===== config.mk =====
export PLATFORM = sky130hd
export DESIGN_NAME = poly_voice_synth
export DESIGN_NICKNAME = d
export VERILOG_FILES = /design/src/rtl/synth_pkg.sv /design/src/rtl/voice_osc.sv /design/src/rtl/poly_voice_synth.sv
export SDC_FILE = /design/constraint.sdc
export NUM_CORES = 1
export LEC_CHECK = 0
export CORE_AREA = 2 2 139 141
export DETAILED_ROUTE_END_ITERATION = 6
export DIE_AREA = 0 0 141 143
export PLACE_DENSITY = 0.72
export SYNTH_ARGS = -nofsm -noshare
export SYNTH_HDL_FRONTEND = slang
export SYNTH_SLANG_ARGS = --single-unit

===== constraint.sdc =====
create_clock -name clk -period 8.3 [get_ports clk]
set_input_delay 1.66 -clock clk [delete_from_list [all_inputs] [get_ports clk]]
set_output_delay 1.66 -clock clk [all_outputs]
set_load 0.02 [all_outputs]

===== src/rtl/synth_pkg.sv =====
// Shared types and default widths for the polyphonic synth datapath.
package synth_pkg;

  localparam int unsigned DIV_W    = 16;
  localparam int unsigned SAMPLE_W = 8;

  typedef enum logic [1:0] {
    WAVE_SQUARE = 2'b00,
    WAVE_SAW    = 2'b01,
    WAVE_TRI    = 2'b10,
    WAVE_OFF    = 2'b11
  } wave_mode_t;

endpackage


===== src/rtl/voice_osc.sv =====
// One voice: divider prescaler, wrapping step counter and waveform decode.
module voice_osc #(
  parameter int unsigned DIV_W    = synth_pkg::DIV_W,
  parameter int unsigned SAMPLE_W = synth_pkg::SAMPLE_W
) (
  input  logic                clk,
  input  logic                nrst,
  input  logic                en_i,
  input  logic [DIV_W-1:0]    div_i,
  input  logic [1:0]          mode_i,
  output logic [SAMPLE_W-1:0] sample_o
);
  import synth_pkg::*;

  logic [DIV_W-1:0]    cnt;
  logic [SAMPLE_W-1:0] step;
  logic [SAMPLE_W-1:0] step_x2;
  logic                wrap;
  wave_mode_t          mode;

  // >= rather than == so a divider lowered below cnt wraps at once
  assign wrap = (cnt >= (div_i - DIV_W'(1)));

  // Prescaler and step counter; disabled or div=0 holds both at zero
  always_ff @(posedge clk or negedge nrst) begin
    if (!nrst) begin
      cnt  <= '0;
      step <= '0;
    end else if (!en_i || (div_i == '0)) begin
      cnt  <= '0;
      step <= '0;
    end else if (wrap) begin
      cnt  <= '0;
      step <= step + SAMPLE_W'(1);
    end else begin
      cnt  <= cnt + DIV_W'(1);
    end
  end

  // Waveform decode from the step phase; gated by enable
  always_comb begin
    sample_o = '0;
    mode     = wave_mode_t'(mode_i);
    step_x2  = step << 1;
    if (en_i) begin
      case (mode)
        WAVE_SQUARE: sample_o = {SAMPLE_W{step[SAMPLE_W-1]}};
        WAVE_SAW:    sample_o = step;
        WAVE_TRI:    sample_o = step[SAMPLE_W-1] ? ~step_x2 : step_x2;
        default:     sample_o = '0;
      endcase
    end
  end

endmodule


===== src/rtl/poly_voice_synth.sv =====
// Polyphonic synth: NUM_VOICES oscillators, averaging mixer, single PWM output.
module poly_voice_synth #(
  parameter int unsigned NUM_VOICES = 4,
  parameter int unsigned DIV_W      = synth_pkg::DIV_W,
  parameter int unsigned SAMPLE_W   = synth_pkg::SAMPLE_W
) (
  input  logic                        clk,
  input  logic                        nrst,
  input  logic [NUM_VOICES-1:0]       voice_en_i,
  input  logic [NUM_VOICES*DIV_W-1:0] voice_div_i,
  input  logic [1:0]                  mode_i,
  output logic                        pwm_o,
  output logic                        sample_strobe_o
);
  import synth_pkg::*;

  localparam int unsigned MIX_SH = $clog2(NUM_VOICES);
  localparam int unsigned SUM_W  = SAMPLE_W + MIX_SH;

  logic [SAMPLE_W-1:0] samples [NUM_VOICES];
  logic [SUM_W-1:0]    mix_sum;
  logic [SAMPLE_W-1:0] mix_q;
  logic [SAMPLE_W-1:0] pwm_cnt;
  logic [SAMPLE_W-1:0] duty_q;

  // Voice oscillators
  for (genvar i = 0; i < NUM_VOICES; i++) begin : g_voice
    voice_osc #(
      .DIV_W    (DIV_W),
      .SAMPLE_W (SAMPLE_W)
    ) u_osc (
      .clk      (clk),
      .nrst     (nrst),
      .en_i     (voice_en_i[i]),
      .div_i    (voice_div_i[i*DIV_W +: DIV_W]),
      .mode_i   (mode_i),
      .sample_o (samples[i])
    );
  end

  // Sum of all voice samples, wide enough never to overflow
  always_comb begin
    mix_sum = '0;
    for (int i = 0; i < NUM_VOICES; i++) begin
      mix_sum = mix_sum + SUM_W'(samples[i]);
    end
  end

  // Mixer: divide by the full voice count, not the active count
  always_ff @(posedge clk or negedge nrst) begin
    if (!nrst) begin
      mix_q <= '0;
    end else begin
      mix_q <= SAMPLE_W'(mix_sum >> MIX_SH);
    end
  end

  // PWM counter; duty only reloads at the period boundary
  always_ff @(posedge clk or negedge nrst) begin
    if (!nrst) begin
      pwm_cnt         <= '0;
      duty_q          <= '0;
      sample_strobe_o <= 1'b0;
    end else begin
      pwm_cnt         <= pwm_cnt + SAMPLE_W'(1);
      sample_strobe_o <= 1'b0;
      if (pwm_cnt == '1) begin
        duty_q          <= mix_q;
        sample_strobe_o <= 1'b1;
      end
    end
  end

  assign pwm_o = (pwm_cnt < duty_q);

endmodule


==> impl_metrics.yaml <==
pwr:
  p_comb_share_pct: 9.8
  sequentialPowerShare_pct: 40.1
  p_leak_nw: 4.96
  vdd_ir_drop_max_uv: 129
  switching_share_pct: 22.9
  power.density_nw_per_um2: 135
  switching_power_mw: 0.343
  p_int_mw: 1.16
  clockPowerShare_pct: 50.1
floorplan:
  die_h_um: 143
  initial_core_util_pct: 51.7
  placementRows: 50
  dieWidth_um: 141
  io_pins: 74
  core_sq_um: 18600
  dieArea_sq_um: 20200
global_routing:
  grt_pass1_wl_um: 34100
  grt.total_usage_pct: 20.6
  grt_pass1_vias: 7528
  overflow: 0
  antenna_found_initial: 0
  grt_max_degree: 66
cells_and_area:
  finalNetCount: 1359
  diodes: 0
  drive_above_1_share_pct: 3.78
  area_delta_synth_final_pct: 15.5
clocking:
  cts_resized: 0
  cts_buffer_depth: 2
  cts.clk_slew.worst_paths_ps: 50
  ctsRootBufferMaster: "clkbuf_16"
  cts_tree: "yes"
  cts_hold_buf: 0
  cts_inserted_buffers: 17
  clkSinkCount: 121
  cts_max_level: 4
  clock_latency_ps: 420
  post-cts-setup-buffer-count: 0
timing:
  slew_headroom_pct: 20.8
  finalHoldViolCount: 0
  tightest_slew_ps: 1180
  fin_skew_ps: 7.48
  rsz0062_at_grt: "no"
  setup_viol: 0
  hold_slack_ps: 451
  tns_ps: 0
  period_share_pct: 72.4
  max_freq_mhz: 166
  drv_slew: 0
  fin_crit_ps: 6010
route:
  routed_wl_um: 19600
  viasPerCell: 5.43
  wl_per_cell_um: 13.8
  firstDrtPassIters: 5
  ant_nets: 0
  via_count: 7731
  remaining_drc_errors: 0
  drt_iter0_drc: 349
synth:
  yosys.area.top_type: "dfrtp_1"
  ys_ff_latch: 121
  synthTopCellsByCount: "nand2_1 (138), dfrtp_1 (121), nor2_1 (119)"
  ys_warn_count: 0
  synthArstFlopShare_pct: 100
  syn_inst: 1111
  synth_flop_cell: "dfrtp_1"
  syn_area_sq_um: 9610
  yosys.cell_types.count: 57
  netlist_top_cells_area: "dfrtp_1 (31%), ha_1 (12%), xnor2_1 (7.3%)"
  synth_edf_count: 0
  syn_area_per_cell_sq_um: 8.65
  yosysTopAreaCellShare_pct: 31.5
  synth.most_common_cell: "nand2_1"
  yosysSeqAreaShare_pct: 31.5
  syn-num-nets: 1294
flow_run:
  max-cap-violations: 0
placement:
  gp_congestion: 0.862
  port_buffers: 73
  dp_hpwl_um: 14900
worst_setup_path:
  crit_top_cell: "fa_1"
  path_cells: "clkdlybuf4s50_1 > buf_4 > inv_1 > nor2_1 > nand2_1 > o21ai_0 > and2_1 > fa_1 > fa_1 > nand2_1 > a211o_1 > fa_1 > nor2b_1 > o21ai_0 > nand2b_1 > a21o_1 > a21oi_1 > xnor2_1"
  cpPeakStageDelay_ps: 920
  cp_slowest_cell: "nor2_1"
  crit_fanout: 42
  startpoint: "mode_i[0]"
  start_kind: "primary input"
  required_ps: 8590
  cp.arrival_ps: 6300
  worstSetupPathType: "primary input to flip-flop"
  r2r_start: "g_voice[1].u_osc.step[7]"
  crit_path_end_kind: "flip-flop"
hold_path:
  hp-start: "mix_q[6]"
  hold_path_class: "flip-flop to flip-flop"
outcome:
  outcome: "finished, final reports clean"
## critical path, delay by kind of cell
| kind | cells | cell delay [ps] |
|---|---|---|
| simple gates | 6 | 1490 |
| fa+ha+maj | 3 | 1390 |
| buf+inv | 3 | 890 |
| compound gates | 5 | 710 |
| xor+xnor | 1 | 130 |
## per-stage QoR
stage | instances | cell area (sq um) | util [%] | power [mW] | setup slack, ps
final | 1423 | 11100 | 59.8 | 1.50 | 2290
after global placement | 1391 | 10500 | 56.5 | 0.758 | 2000
after floorplan | 1111 | 9610 | - | 0.687 | 3270
after CTS | 1423 | 11100 | 59.8 | 1.52 | 2300
after detailed placement | 1391 | 10500 | 56.5 | 0.761 | 1870
after global routing | 1423 | 11100 | 59.8 | 1.57 | 1790
## power groups by stage
stage	Combinational, mW	Clock (mW)	Sequential, mW
2_1_floorplan	0.0761	0	0.611
3_3_place_gp	0.146	0	0.612
3_5_place_dp	0.149	0	0.612
4_1_cts	0.150	0.765	0.602
5_1_grt	0.168	0.797	0.603
6_report	0.147	0.751	0.602
## metal layers
layer	global-route usage, %	routed length [um]	vias to the layer above
met3	4.56	569	21
met2	35.1	9630	92
met1	26.6	9120	3677
met5	0	0	-
li1	-	-	3941
met4	5.95	323	0
## cell type report
type | count | area (sq um)
multi-input combinational | 905 | 6230
clock inverter | 8 | 118
inverter | 55 | 206
clock buffer | 24 | 482
tap | 234 | 293
timing repair buffer | 76 | 751
sequential | 121 | 3030
fill | 1663 | 7470
## logic make-up after synthesis
family / share of synthesized area (%)
multiplexers: 2.51
AO/OA/AOI/OAI: 10.4
buffers and inverters: 3.72
adder cells (fa/ha/maj): 15.7
XOR/XNOR: 13.0
AND/OR/NAND/NOR: 23.1
flip-flops: 31.5
## sequential cells by signal (all words and copies together), names as in the netlist
signal,flops
sample_strobe_o,1
pwm_cnt,8
g_voice.u_osc.step,32
g_voice.u_osc.cnt,64
mix_q,8
duty_q,8
## placed cells by master (no fill, tap or decap), drive strengths merged, types with 8 or more instances in the layout
cell type / netlist / layout
inv: 55 / 55
xnor2: 80 / 80
xor2: 63 / 63
nand3: 34 / 34
nor4: 9 / 9
ha: 95 / 95
or3: 17 / 17
nor2: 119 / 119
fa: 16 / 16
nor3: 29 / 29
and3: 27 / 27
and2: 23 / 23
clkbuf: 22 / 24
o21ai: 66 / 66
o21a: 14 / 14
clkdlybuf4s50: 0 / 72
nand4: 15 / 15
nor2b: 8 / 8
nand2: 138 / 138
nand2b: 19 / 19
mux2i: 23 / 23
dfrtp: 121 / 121
a21oi: 42 / 42
## worst paths after layout
path	to	slack (ps)	cells past startpoint
setup / recovery	mix_q[5]	2290	18
setup reg to reg	mix_q[5]	4380	15
min in group asynchronous	g_voice[3].u_osc.cnt[8]	1350	1
hold reg to reg	duty_q[6]	450	2
hold / removal	duty_q[6]	450	2
max in group asynchronous	mix_q[7]	5720	2
No activity file was read; power rests on OpenSTA's default activity.
